**config.mk**
```make
export PLATFORM = sky130hd
export DESIGN_NAME = mips_cpu_muldiv_seq_flat
export DESIGN_NICKNAME = d
export VERILOG_FILES = /design/src/rtl/mips_cpu_muldiv_seq_if.sv /design/src/rtl/mips_cpu_muldiv_seq.sv /design/src/flat_wrapper.sv
export SDC_FILE = /design/constraint.sdc
export NUM_CORES = 1
export LEC_CHECK = 0
export CORE_MARGIN = 2
export CORE_UTILIZATION = 45
export DETAILED_ROUTE_END_ITERATION = 8
export DONT_BUFFER_PORTS = 1
export RECOVER_POWER = 25
export SYNTH_ARGS = -nofsm -noshare
export SYNTH_HDL_FRONTEND = slang
export SYNTH_SLANG_ARGS = --single-unit
```
**constraint.sdc**
```tcl
create_clock -name clk -period 3.9 [get_ports clk]
set_input_delay 0.585 -clock clk [delete_from_list [all_inputs] [get_ports clk]]
set_output_delay 0.585 -clock clk [all_outputs]
set_load 0.02 [all_outputs]
```
**src/rtl/mips_cpu_muldiv_seq_if.sv**
```systemverilog
// rtl/mips_cpu_muldiv_seq_if.sv - control-unit to muldiv sequencer request/result bundle
interface mips_cpu_muldiv_seq_if #(
  parameter int WIDTH = 32
);
  logic             start;
  logic [2:0]       op;
  logic [WIDTH-1:0] a;
  logic [WIDTH-1:0] b;
  logic             busy;
  logic             done;
  logic [WIDTH-1:0] hi;
  logic [WIDTH-1:0] lo;

  modport master (
    output start, op, a, b,
    input  busy, done, hi, lo
  );

  modport slave (
    input  start, op, a, b,
    output busy, done, hi, lo
  );
endinterface

```
**src/rtl/mips_cpu_muldiv_seq.sv**
```systemverilog
// rtl/mips_cpu_muldiv_seq.sv - iterative MULT/MULTU/DIV/DIVU sequencer owning HI/LO
module mips_cpu_muldiv_seq #(
  parameter int               WIDTH   = 32,
  parameter logic [WIDTH-1:0] DIV0_LO = '1
) (
  input  logic                  clk,
  input  logic                  reset_n,
  mips_cpu_muldiv_seq_if.slave  bus
);
  localparam int CW = $clog2(WIDTH);

  localparam logic [2:0] OP_MULT  = 3'd1;
  localparam logic [2:0] OP_MULTU = 3'd2;
  localparam logic [2:0] OP_DIV   = 3'd3;
  localparam logic [2:0] OP_DIVU  = 3'd4;
  localparam logic [2:0] OP_MTHI  = 3'd5;
  localparam logic [2:0] OP_MTLO  = 3'd6;

  typedef enum logic [1:0] {S_IDLE, S_CALC, S_FIX, S_DONE} state_t;

  state_t             state_q, state_d;
  logic [CW-1:0]      cnt_q, cnt_d;
  // Mult: {partial high, multiplier remaining}; div: {remainder, quotient/dividend}
  logic [2*WIDTH-1:0] acc_q, acc_d;
  // Mult: |multiplicand|; div: |divisor|
  logic [WIDTH-1:0]   opnd_q, opnd_d;
  logic               is_div_q, is_div_d;
  logic               neg_res_q, neg_res_d;
  logic               neg_rem_q, neg_rem_d;
  logic               div0_q, div0_d;
  logic [WIDTH-1:0]   hi_q, hi_d;
  logic [WIDTH-1:0]   lo_q, lo_d;

  logic               signed_op;
  logic [WIDTH-1:0]   a_mag, b_mag;
  logic [WIDTH:0]     mul_sum;
  logic [2*WIDTH-1:0] mul_next;
  logic [WIDTH:0]     rem_sh, rem_trial;
  logic               rem_borrow;
  logic [2*WIDTH-1:0] div_next;
  logic [2*WIDTH-1:0] prod_fix;
  logic [WIDTH-1:0]   quot_fix, rem_fix;

  assign bus.busy = (state_q == S_CALC) || (state_q == S_FIX);
  assign bus.done = (state_q == S_DONE);
  assign bus.hi   = hi_q;
  assign bus.lo   = lo_q;

  // Next-state, datapath step and HI/LO update
  always_comb begin
    state_d   = state_q;
    cnt_d     = cnt_q;
    acc_d     = acc_q;
    opnd_d    = opnd_q;
    is_div_d  = is_div_q;
    neg_res_d = neg_res_q;
    neg_rem_d = neg_rem_q;
    div0_d    = div0_q;
    hi_d      = hi_q;
    lo_d      = lo_q;

    signed_op = (bus.op == OP_MULT) || (bus.op == OP_DIV);
    a_mag     = (signed_op && bus.a[WIDTH-1]) ? -bus.a : bus.a;
    b_mag     = (signed_op && bus.b[WIDTH-1]) ? -bus.b : bus.b;

    // Shift-add: conditionally add multiplicand into the high half, then shift right
    mul_sum  = {1'b0, acc_q[2*WIDTH-1:WIDTH]} + {1'b0, opnd_q};
    mul_next = acc_q[0] ? {mul_sum, acc_q[WIDTH-1:1]} : {1'b0, acc_q[2*WIDTH-1:1]};

    // Restoring divide: remainder after shift can need WIDTH+1 bits
    rem_sh     = acc_q[2*WIDTH-1:WIDTH-1];
    rem_borrow = rem_sh < {1'b0, opnd_q};
    rem_trial  = rem_sh - {1'b0, opnd_q};
    div_next   = rem_borrow ? {rem_sh[WIDTH-1:0], acc_q[WIDTH-2:0], 1'b0}
                            : {rem_trial[WIDTH-1:0], acc_q[WIDTH-2:0], 1'b1};

    prod_fix = neg_res_q ? -acc_q : acc_q;
    quot_fix = neg_res_q ? -acc_q[WIDTH-1:0] : acc_q[WIDTH-1:0];
    rem_fix  = neg_rem_q ? -acc_q[2*WIDTH-1:WIDTH] : acc_q[2*WIDTH-1:WIDTH];

    case (state_q)
      S_IDLE, S_DONE: begin
        state_d = S_IDLE;
        if (bus.start) begin
          case (bus.op)
            OP_MULT, OP_MULTU: begin
              acc_d     = {{WIDTH{1'b0}}, b_mag};
              opnd_d    = a_mag;
              is_div_d  = 1'b0;
              neg_res_d = signed_op && (bus.a[WIDTH-1] ^ bus.b[WIDTH-1]);
              neg_rem_d = 1'b0;
              div0_d    = 1'b0;
              cnt_d     = '0;
              state_d   = S_CALC;
            end
            OP_DIV, OP_DIVU: begin
              acc_d     = {{WIDTH{1'b0}}, a_mag};
              opnd_d    = b_mag;
              is_div_d  = 1'b1;
              neg_res_d = signed_op && (bus.a[WIDTH-1] ^ bus.b[WIDTH-1]);
              neg_rem_d = signed_op && bus.a[WIDTH-1];
              div0_d    = (bus.b == '0);
              cnt_d     = '0;
              state_d   = S_CALC;
            end
            OP_MTHI: hi_d = bus.a;
            OP_MTLO: lo_d = bus.a;
            default: ;
          endcase
        end
      end
      S_CALC: begin
        acc_d = is_div_q ? div_next : mul_next;
        cnt_d = cnt_q + 1'b1;
        if (cnt_q == CW'(WIDTH - 1)) state_d = S_FIX;
      end
      S_FIX: begin
        if (is_div_q) begin
          // A zero divisor never borrows, so the remainder ends as |a| and
          // the sign fix restores the original dividend for hi.
          lo_d = div0_q ? DIV0_LO : quot_fix;
          hi_d = rem_fix;
        end else begin
          lo_d = prod_fix[WIDTH-1:0];
          hi_d = prod_fix[2*WIDTH-1:WIDTH];
        end
        state_d = S_DONE;
      end
      default: state_d = S_IDLE;
    endcase
  end

  // State and datapath registers with synchronous active-low reset
  always_ff @(posedge clk) begin
    if (!reset_n) begin
      state_q   <= S_IDLE;
      cnt_q     <= '0;
      acc_q     <= '0;
      opnd_q    <= '0;
      is_div_q  <= 1'b0;
      neg_res_q <= 1'b0;
      neg_rem_q <= 1'b0;
      div0_q    <= 1'b0;
      hi_q      <= '0;
      lo_q      <= '0;
    end else begin
      state_q   <= state_d;
      cnt_q     <= cnt_d;
      acc_q     <= acc_d;
      opnd_q    <= opnd_d;
      is_div_q  <= is_div_d;
      neg_res_q <= neg_res_d;
      neg_rem_q <= neg_rem_d;
      div0_q    <= div0_d;
      hi_q      <= hi_d;
      lo_q      <= lo_d;
    end
  end
endmodule

```
**src/flat_wrapper.sv**
```systemverilog
// flat-port wrapper written by rule: the top's interface ports become plain ports
module mips_cpu_muldiv_seq_flat 
#(
  parameter int               WIDTH   = 32,
  parameter logic [WIDTH-1:0] DIV0_LO = '1
)
  (clk, reset_n, bus_start, bus_op, bus_a, bus_b, bus_busy, bus_done, bus_hi, bus_lo);
  mips_cpu_muldiv_seq_if #(.WIDTH(WIDTH)) bus_i ();
  input  logic clk;
  input  logic reset_n;
  input wire logic [$bits(bus_i.start)-1:0] bus_start;
  input wire logic [$bits(bus_i.op)-1:0] bus_op;
  input wire logic [$bits(bus_i.a)-1:0] bus_a;
  input wire logic [$bits(bus_i.b)-1:0] bus_b;
  output wire logic [$bits(bus_i.busy)-1:0] bus_busy;
  output wire logic [$bits(bus_i.done)-1:0] bus_done;
  output wire logic [$bits(bus_i.hi)-1:0] bus_hi;
  output wire logic [$bits(bus_i.lo)-1:0] bus_lo;
  assign bus_i.start = bus_start;
  assign bus_i.op = bus_op;
  assign bus_i.a = bus_a;
  assign bus_i.b = bus_b;
  assign bus_busy = bus_i.busy;
  assign bus_done = bus_i.done;
  assign bus_hi = bus_i.hi;
  assign bus_lo = bus_i.lo;
  mips_cpu_muldiv_seq #(.WIDTH(WIDTH), .DIV0_LO(DIV0_LO)) u_core (.clk(clk), .reset_n(reset_n), .bus(bus_i));
endmodule
```
### Word-level counts from Yosys, hierarchy flattened

Index checks and enable logic that the tools add are counted.
Widths: inputs -> output; s select.

* output and inout bits: 66
* word-level logic and storage cells: 87
* input port bits: 70
* flip-flop bits (word level): 171

* order comparisons: 1
* equality and inequality tests: 16
* add/subtract/negate cells: 8
* bitwise gates (word level): 1
* reduce and logical (&&, ||, !) cells: 20
* muxes and demuxes: 31

Operators with widths (count)
* $mux 32: 11
* $mux 64: 5
* $pmux 64 s2: 2
* $pmux 32 s2: 3
* $neg 32->32: 4
* $neg 64->64: 1
* $add 32x32->33: 1
* $lt 33x32->1: 1
* $logic_not 32->1: 1
* $sub 32x32->32: 1
* $reduce_and 3->1: 6
* $mux 5: 2
* $ne 2x2->1 const B: 5
* $pmux 5 s2: 1
* $eq 3x3->1 const B: 3
* $eq 3x2->1 const B: 2
* $pmux 1 s2: 3
* $pmux 2 s3: 1
* $reduce_bool 2->1: 3
* $reduce_or 2->1: 3
* $add 5x1->5 const B: 1
* $eq 5x5->1 const B: 1
* $eq 2x2->1 const B: 2
* $mux 2: 2
* 9 further kinds: 12

### Longest topological paths before layout

Gate-level depths: netlist of the first run.

* depth in word-level cells: 7
* gate-level depth with buffers: 13
* gate-level depth less buffers: 13

### Least setup slack after synthesis of the first run

Ideal clock, no wire load.

* path kind: register to register
* from: register u_core.acc_q[33]
* to: register u_core.acc_q[57]
* period minus slack after synthesis: 3.241 ns
* required time: 3.840 ns
* path slack: 0.659 ns
* cell stages (with the launch flop): 13
* library setup time: 0.060 ns
* arrival time: 3.181 ns
* buffers on the path: 1
* cell sequence: dfxtp_1 clkbuf_1 inv_1 fa_1 nand2b_1 a2111oi_2 nor4_1 o31ai_2 nand4_1 a211oi_1 mux2_2 a221oi_1 a22o_1

* longest elaborated chain between the ends: 4
* elaborated cells on any way between the ends: 7
* those cells by class: add/sub: 2; order compare: 1; mux: 4

Ends and longest elaborated chain
* from (decl): RTL line mips_cpu_muldiv_seq.sv:24 `logic [2*WIDTH-1:0] acc_q, acc_d;`
* from (signal assigned): RTL line mips_cpu_muldiv_seq.sv:138 `acc_q <= '0;`
* from (signal assigned): RTL line mips_cpu_muldiv_seq.sv:149 `acc_q <= acc_d;`
* $add 32x32->33 (tied with other cells): RTL line mips_cpu_muldiv_seq.sv:67 `mul_sum = {1'b0, acc_q[2*WIDTH-1:WIDTH]} + {1'b0, opnd_q};`
* $mux 64 (on tied branches): RTL line mips_cpu_muldiv_seq.sv:68, mips_cpu_muldiv_seq.sv:74
* $mux 64 (*): RTL line mips_cpu_muldiv_seq.sv:113 `acc_d = is_div_q ? div_next : mul_next;`
* $pmux 64 s2 (*): RTL line mips_cpu_muldiv_seq.sv:81 `case (state_q)`

Every way passes the cells marked *; elsewhere a longest branch is shown, timed or not.
A chain may end at the register's enable or synchronous reset.

### Worst setup path after layout of the first run

* from: register u_core.acc_q[31]
* to: register u_core.acc_q[60]

* longest elaborated chain between the ends: 4
* elaborated cells on any way between the ends: 5
* those cells by class: add/sub: 1; order compare: 1; mux: 3

Ends and longest elaborated chain
* $sub 32x32->32 / $lt 33x32->1 (equally long branches): RTL line mips_cpu_muldiv_seq.sv:73, mips_cpu_muldiv_seq.sv:72
* $mux 64 (*): RTL line mips_cpu_muldiv_seq.sv:74 `div_next = rem_borrow ? {rem_sh[WIDTH-1:0], acc_q[WIDTH-2:0], 1'b0}`
* $mux 64 (*): RTL line mips_cpu_muldiv_seq.sv:113
* $pmux 64 s2 (*): RTL line mips_cpu_muldiv_seq.sv:81

Marks and branches as above.

==> flow_summary.json, run 1 <==
{
  "status": "complete, no violations",
  "overflow": 0,
  "nets": 2171,
  "synth_top_area_share_pct": 22.6,
  "grt_pass1_wl_um": 91200,
  "drv_cap": 0,
  "worstPathArrival_ns": 3.87,
  "wl_per_cell_um": 24.4,
  "hold_start": "bus_a[18]",
  "drtAntennaViolNets": 0,
  "cts-resized-gates": 0,
  "rsz0062_at_grt": "no",
  "worst_pin_slew_ns": 0.986,
  "cp_data_required_time_ns": 4.24,
  "worstReg2RegStart": "u_core.acc_q[31]",
  "synthCells": 2089,
  "antenna_cells": 0,
  "crit_path_end_kind": "register",
  "synth_area_per_cell_um2": 7.25,
  "drt_iter0_markers": 1530,
  "cellPowerDensity_nw_per_um2": 541,
  "peakVddDrop_uv": 386,
  "ys_seq_area_share_pct": 22.6,
  "clock-sinks": 171,
  "setup-violations-final": 0,
  "hold_path_class": "primary input to register",
  "timing.final.crit_share_pct": 90.5,
  "crit_start": "u_core.acc_q[31]",
  "synth_top_area_cell": "dfxtp_1",
  "fillCellCount": 3433,
  "htreeDepth": 4,
  "cts_tree": "built",
  "dpl.hpwl_um": 46600,
  "track_usage_pct": 33.9,
  "final-max-slew-violation-count": 0,
  "synth_edf_count": 0,
  "dieWidth_um": 187,
  "hold_viol_final": 0,
  "skew_ns": 0.0119,
  "wl_um": 60600,
  "via_count": 16000,
  "clkLatencyLatePin_ns": 0.47,
  "synth_flop_cell": "dfxtp_1",
  "slew_headroom_pct": 34.0,
  "synthToLayoutAreaGrowth_pct": 6.97,
  "first_pass_iters": 8,
  "ys_types": 85,
  "grt_max_degree": 72,
  "grt_pass1_vias": 14900,
  "async_flop_share_pct": 0,
  "max_freq_ghz": 0.283,
  "netlist_area_um2": 15200,
  "path_clk_slew_ns": 0.07,
  "die_y_um": 187,
  "synth.area.top_cells": "dfxtp_1, a21oi_1, nand2_1, ha_1, xnor2_1",
  "fin_crit_ns": 3.53,
  "synth.net_count": 2234,
  "hold_ws_ns": 0.296,
  "synth-seq-cells": 171,
  "criticalPathCategory": "register to register",
  "worstPathMaxFanout": 5,
  "antenna_found_initial": 0,
  "seq_area_um2": 3430,
  "start_util_pct": 45.4,
  "num_rows": 67,
  "setup-tns-final_ns": 0,
  "p_leak_nw": 6.29,
  "via_per_inst": 6.43,
  "gp_congestion": 0.983,
  "drive_above_1_share_pct": 7.65,
  "clock_path_buffers": 2,
  "yosysWarnings": 0,
  "multi_input_area_um2": 10900,
  "startpoint_type": "register",
  "core_um2": 33400,
  "cts_made_buffers": 17,
  "design.portCount": 136,
  "drc": 0,
  "hold_buffers": 0,
  "die_area_um2": 35200,
  "post-cts-setup-buffer-count": 0,
  "cts-root-buf": "clkbuf_16",
  "io_buffers": 0
}
==> cell usage in the layout (no fill, tap or decap), drive strengths merged, types with 8 or more instances in the layout <==
master	n
mux2	18
a211oi	51
or4	15
a311oi	14
xnor2	94
xor2	71
nand2	270
a21oi	231
nor4	26
nand4	12
o21ai	151
nand3	52
nor2	174
nor2b	16
nor3	34
o41ai	17
or3	20
clkbuf	20
o211ai	36
o21bai	8
dfxtp	171
nand2b	17
mux2i	46
o221ai	25
buf	66
a22o	17
ha	73
a21o	35
o31ai	25
and2	16
a31oi	30
inv	75
and3	11
==> critical path, cell delays in order (launching register included) <==
cell and delay [ns]:
dfxtp_1 0.38, inv_1 0.10, ha_1 0.16, inv_1 0.05, fa_1 0.42, a211oi_1 0.29, o21ai_1 0.21, o2111ai_1 0.39
a21boi_1 0.21, a2111oi_1 0.45, buf_4 0.19, mux2i_1 0.18, nor2_1 0.07, o22ai_1 0.19, o31ai_1 0.09
==> Yosys cell counts (5+ instances only) <==
library cell	count
ha_1	73
a31oi_1	29
o31ai_1	23
nand4_1	12
and2_1	14
inv_1	69
o21ai_1	14
a211oi_1	50
o2111ai_1	6
or3_1	20
nor3_1	34
mux2i_1	46
nand3_1	51
o221ai_1	25
o41ai_1	13
nand2_1	269
o211ai_1	36
a41oi_1	6
clkbuf_1	135
a221oi_1	7
o21bai_1	8
or4_1	12
a32o_1	5
mux2_2	18
nor2_1	174
a22oi_1	6
o21ai_0	136
a311oi_1	14
dfxtp_1	171
nor4_1	22
a22o_1	17
a211o_1	6
xnor2_1	94
and3_1	11
a21o_1	35
nor2b_1	16
a21oi_1	231
o21a_1	7
xor2_1	71
nand2b_1	17
==> layout make-up <==
class	count	share of cell area (%)
Multi-Input combinational cell	1699	67.1
Clock buffer	20	2.76
Sequential cell	171	21.1
Timing Repair Buffer	66	3.21
Inverter	71	1.64
Clock inverter	12	0.710
Tap cell	448	3.46
==> logic make-up after synthesis <==
kind of cell             share of synthesized area, %
flip-flops                                       22.6
adder cells (fa/ha/maj)                          6.29
AO/OA/AOI/OAI                                    30.2
XOR/XNOR                                         9.54
buffers and inverters                            5.88
multiplexers                                     4.38
AND/OR/NAND/NOR                                  21.1
==> worst paths after layout <==
path | depth (start not counted) | slack [ns] | to
max | 14 | 0.37 | u_core.acc_q[60]
min reg2reg | 2 | 0.46 | u_core.div0_q
min | 2 | 0.30 | u_core.bus.hi[18]
max reg2reg | 14 | 0.37 | u_core.acc_q[60]
==> stage by stage <==
stage          area [um^2]  utilization [%]  std cells  power, mW  setup slack (ns)
5_1_grt              16200             48.6       2487       9.20             0.122
6_report             16200             48.6       2487       8.76             0.369
4_1_cts              16200             48.6       2487       8.66             0.407
3_5_place_dp         15600             46.9       2455       6.93             0.442
2_1_floorplan        15200                -       2089       5.61             0.659
3_3_place_gp         15600             46.9       2455       6.92             0.490
==> state kept, by name, summed over array words and instances, names as in the netlist <==
signal / flops
u_core.acc_q: 64
u_core.bus.hi: 32
u_core.bus.lo: 32
u_core.cnt_q: 5
u_core.div0_q: 1
u_core.is_div_q: 1
u_core.neg_rem_q: 1
u_core.neg_res_q: 1
u_core.opnd_q: 32
u_core.state_q: 2
==> power breakdown <==
group / switching [mW] / internal (mW)
clock network: 0.843 / 0.904
registers: 0.607 / 2.06
logic: 2.76 / 1.58
==> routing by layer <==
| metal | GRT usage (%) | part of all wire, % | vias up |
|---|---|---|---|
| met1 | 43.3 | 41 | 7626 |
| li1 | - | - | 7477 |
| met4 | 18.7 | 6.0 | 0 |
| met3 | 6.87 | 7.8 | 151 |
| met2 | 53.7 | 45 | 738 |
| met5 | 0 | 0 | - |
(Power assumes the default switching activity.)
==> run 2, diff against run 1 <==
Settings changed: CORE_UTILIZATION 45 to 60, PLACE_DENSITY from default to 0.76.
==> flow_summary.json, run 2 (synthesized netlist as in run 1, its figures left out) <==
{
  "layout.cells.non_filler": 2365,
  "synthToLayoutAreaGrowth_pct": 6.07,
  "gp_congestion": 1.02,
  "min_path_cells": 2,
  "final-max-slew-violation-count": 0,
  "max_freq_ghz": 0.277,
  "die_area_um2": 26500,
  "clock_path_buffers": 2,
  "post-route-util_pct": 64.4,
  "first_pass_iters": 6,
  "hold_viol_final": 0,
  "largest_reg_flops": 64,
  "drc": 0,
  "final_common_cell": "nand2_1",
  "worstPathMaxFanout": 8,
  "cts_tree": "built",
  "grt_pass1_wl_um": 88300,
  "hold_buffers": 0,
  "worst_pin_slew_ns": 1.12,
  "p_leak_nw": 6.30,
  "r2r_end": "u_core.acc_q[57]",
  "core_um2": 25000,
  "antenna_found_initial": 0,
  "nets": 2167,
  "start_util_pct": 60.7,
  "fillCellCount": 2348,
  "placedCellCount": 2333,
  "stdcell_area_um2": 16100,
  "wl_per_cell_um": 25.0,
  "worstPathArrival_ns": 3.99,
  "crit_path_end_kind": "register",
  "grt_max_degree": 82,
  "drt_iter0_markers": 1951,
  "criticalPathCategory": "register to register",
  "rsz0062_at_grt": "no",
  "htreeDepth": 4,
  "via_count": 16200,
  "wl_um": 59200,
  "drtAntennaViolNets": 0,
  "overflow": 0,
  "peakVddDrop_uv": 563,
  "clock-sinks": 171,
  "startpoint_type": "register",
  "path_clk_slew_ns": 0.08,
  "die_y_um": 163,
  "timing.final.crit_share_pct": 92.4,
  "cp_data_required_time_ns": 4.29,
  "final_cell_mix": "nand2_1, a21oi_1, nor2_1",
  "setup-violations-final": 0,
  "placed_area_um2": 15400,
  "io_buffers": 0,
  "dieWidth_um": 163,
  "skew_ns": 0.0176,
  "drive_above_1_share_pct": 7.52,
  "cellPowerDensity_nw_per_um2": 549,
  "seq_area_um2": 3430,
  "cts-root-buf": "clkbuf_16",
  "track_usage_pct": 43.7,
  "crit_chain": "ha_1, inv_1, fa_1, nand2b_1, a2111oi_2, nor4_1, o31ai_2, nand4_1, a211oi_1, mux2_2, a221oi_1, a22o_1",
  "worstReg2RegStart": "u_core.acc_q[32]",
  "status": "complete, no violations",
  "design.portCount": 136,
  "num_rows": 58,
  "hold_start": "reset_n",
  "hold_ws_ns": 0.269,
  "reg2regPathDepth": 12,
  "hold_path_class": "primary input to register",
  "hold_end": "u_core.acc_q[11]",
  "grt_pass1_vias": 15100,
  "top_register": "u_core.acc_q",
  "crit_start": "u_core.acc_q[32]",
  "antenna_cells": 0,
  "crit_slowest_cell": "dfxtp_1",
  "critPathMaxStageDelay_ns": 0.51,
  "setup-tns-final_ns": 0,
  "clkLatencyLatePin_ns": 0.45,
  "via_per_inst": 6.85,
  "reg2reg_slack_ns": 0.30,
  "cts_made_buffers": 17,
  "multi_input_area_um2": 10900,
  "dpl.hpwl_um": 44700,
  "slew_headroom_pct": 25.3,
  "drv_cap": 0,
  "fin_crit_ns": 3.60
}
-- run 2: timing repair --
| action | 4_1_cts | 5_1_grt |
|---|---|---|
| buffers inserted | 0 | 0 |
| endpoints found under the setup margin | 0 | 1 |
| resized for setup | 0 | 1 |
-- run 2: metrics by stage --
stage | setup slack, ns | total power [mW]
after floorplan | 0.659 | 5.61
after global placement | 0.417 | 6.77
after detailed placement | 0.367 | 6.81
after CTS | 0.322 | 8.63
after global routing | 0.0434 | 9.21
final | 0.296 | 8.82
-- run 2: where the power goes --
part           total [mW]  leakage [nW]  internal (mW)  switching, mW
registers            2.66          1.39           2.06          0.606
logic                4.31          4.60           1.52           2.79
clock network        1.85         0.301          0.931          0.920
total                8.82          6.30           4.51           4.31
-- run 2: worst max-delay path by stage --
stage / slack [ns] / endpoint
final: 0.30 / u_core.acc_q[57]
after CTS: 0.32 / u_core.acc_q[57]
after detailed placement: 0.37 / u_core.acc_q[55]
after floorplan: 0.66 / u_core.acc_q[57]
after global placement: 0.42 / u_core.acc_q[60]
after global routing: 0.04 / u_core.acc_q[60]
-- run 2: final cells by class --
| class | count | area share (%) |
|---|---|---|
| Tap cell | 330 | 2.57 |
| Timing Repair Buffer | 62 | 2.97 |
| Multi-Input combinational cell | 1699 | 67.6 |
| Sequential cell | 171 | 21.3 |
| Clock inverter | 15 | 1.19 |
| Clock buffer | 17 | 2.65 |
| Inverter | 71 | 1.66 |
-- run 2: worst max-delay path, delay by kind of cell (launching register included) --
| kind | cells | cell delay [ns] |
|---|---|---|
| mux | 1 | 0.37 |
| compound gates | 5 | 1.39 |
| fa+ha+maj | 2 | 0.67 |
| simple gates | 3 | 0.54 |
| buf+inv | 1 | 0.07 |
| flops | 1 | 0.51 |
-- run 2: per-layer routing --
layer  global-route usage [%]  wire length (um)
met1                     52.5             21900
met2                     70.9             27000
met3                     9.75              6070
met4                     27.5              4190
met5                        0                 0
==> run 3, diff against run 2 <==
Clock period 3.9 ns to 3.7 ns, I/O delays scaled along.
==> flow_summary.json, run 3 (synthesized netlist as in run 1, its figures left out) <==
{
  "wl_met1_um": 22400,
  "via_per_inst": 6.89,
  "drive_above_1_share_pct": 8.01,
  "dpl.hpwl_um": 44100,
  "p_clk_share_pct": 20.7,
  "worstPathArrival_ns": 3.81,
  "fin_crit_ns": 3.42,
  "start_util_pct": 60.7,
  "switching_share_pct": 48.7,
  "hold_buffers": 0,
  "p_leak_nw": 6.35,
  "criticalPathCategory": "register to register",
  "final-max-slew-violation-count": 0,
  "pwr-share-seq_pct": 30.1,
  "first_pass_iters": 6,
  "setup-tns-final_ns": 0,
  "worstPathMaxFanout": 4,
  "clock_path_buffers": 2,
  "clkLatencyLatePin_ns": 0.45,
  "layout.cells.non_filler": 2377,
  "clock-sinks": 171,
  "core_um2": 25000,
  "path_clk_slew_ns": 0.08,
  "skew_ns": 0.0225,
  "crit_buf_inv": 1,
  "peakVddDrop_uv": 534,
  "antenna_found_initial": 3,
  "die_y_um": 163,
  "combPwrFrac_pct": 49.2,
  "intPower_mw": 4.75,
  "startpoint_type": "register",
  "critPathMaxStageDelay_ns": 0.41,
  "worst_pin_slew_ns": 0.926,
  "timing.final.crit_share_pct": 92.4,
  "wl_per_cell_um": 24.6,
  "die_area_um2": 26500,
  "max_freq_ghz": 0.292,
  "via_count": 16400,
  "setup_ws_ns": 0.280,
  "switchingPower_mw": 4.51,
  "placedCellCount": 2345,
  "largest_reg_flops": 64,
  "slew_headroom_pct": 38.2,
  "routed.top_layer": "met5",
  "dr_wl_met2_um": 25300,
  "track_usage_pct": 43.4,
  "wl_um": 58500,
  "antenna_cells": 0,
  "cellPowerDensity_nw_per_um2": 573,
  "hold_viol_final": 0,
  "crit_chain": "ha_1, inv_1, fa_1, nand2b_1, a2111oi_4, nor4_1, o31ai_2, nand4_1, a211oi_1, mux2_2, a221oi_1, a22o_1",
  "design.portCount": 136,
  "rsz0062_at_grt": "no",
  "overflow": 0,
  "num_rows": 58,
  "crit_path_end_kind": "register",
  "drt_iter0_markers": 2028,
  "cts_made_buffers": 17,
  "grt_max_degree": 79,
  "grt_pass1_wl_um": 88200,
  "grt_pass1_vias": 15100,
  "cts-root-buf": "clkbuf_16",
  "drtAntennaViolNets": 0,
  "setup-violations-final": 0,
  "cp_data_required_time_ns": 4.09,
  "drc": 0,
  "gp_congestion": 1.04,
  "status": "complete, no violations",
  "dieWidth_um": 163,
  "synthToLayoutAreaGrowth_pct": 6.67,
  "cp_top_family": "compound AO/OA/AOI/OAI gates",
  "wl_met3_um": 6300,
  "final_cell_mix": "nand2_1, a21oi_1, nor2_1",
  "top_register": "u_core.acc_q",
  "crit_slowest_cell": "dfxtp_1",
  "post-route-util_pct": 64.7,
  "drv_cap": 0,
  "htreeDepth": 4,
  "hold_path_class": "primary input to register",
  "pre_cts_slack_ns": 0.289,
  "nets": 2179,
  "final_common_cell": "nand2_1",
  "cts_tree": "built",
  "io_buffers": 0
}
run 3: power by group through the flow:
| stage | clock network [mW] | registers (mW) | logic, mW |
|---|---|---|---|
| 2_1_floorplan | 0 | 2.62 | 3.30 |
| 3_3_place_gp | 0 | 2.80 | 4.32 |
| 3_5_place_dp | 0 | 2.81 | 4.37 |
| 4_1_cts | 1.91 | 2.77 | 4.40 |
| 5_1_grt | 1.96 | 2.82 | 4.90 |
| 6_report | 1.91 | 2.79 | 4.56 |
run 3: worst paths after layout:
kind / start / end / slack [ns] / cells after the start
max: u_core.acc_q[32] / u_core.acc_q[57] / 0.28 / 12
min: bus_a[1] / u_core.bus.hi[1] / 0.28 / 2
max reg2reg: u_core.acc_q[32] / u_core.acc_q[57] / 0.28 / 12
min reg2reg: u_core.div0_q / u_core.div0_q / 0.48 / 2
run 3: metrics by stage:
| stage | hold slack [ns] | power [mW] | cell area [um^2] |
|---|---|---|---|
| final | 0.282 | 9.26 | 16200 |
| after global routing | 0.253 | 9.68 | 16200 |
| after CTS | 0.235 | 9.08 | 16100 |
| after detailed placement | 0.467 | 7.18 | 15500 |
| after global placement | 0.461 | 7.12 | 15500 |
| after floorplan | 0.432 | 5.92 | 15200 |
run 3: final cells by class:
cell class                      instances  area, um^2
Timing Repair Buffer                   74         568
Tap cell                              330         413
Multi-Input combinational cell       1699       10900
Clock buffer                           17         425
Inverter                               71         267
Clock inverter                         15         185
Sequential cell                       171        3430
Fill cell                            2311        8800
run 3: worst register-to-register path: stages (launching register included):
cell and delay, ns:
dfxtp_1 0.41, ha_1 0.23, inv_1 0.06, fa_1 0.40, nand2b_1 0.22, a2111oi_4 0.38
nor4_1 0.16, o31ai_2 0.23, nand4_1 0.19, a211oi_1 0.30, mux2_2 0.37, a221oi_1 0.26
a22o_1 0.16
run 3: timing repair:
action / 4_1_cts / 5_1_grt
resized for setup: 0 / 1
endpoints found under the setup margin: 0 / 1
buffers inserted: 0 / 0
run 3: per-layer routing:
layer,vias to the layer above,GRT usage [%]
li1,7497,-
met1,7626,54.7
met2,1020,66.4
met3,223,9.65
met4,2,28.9
met5,-,0
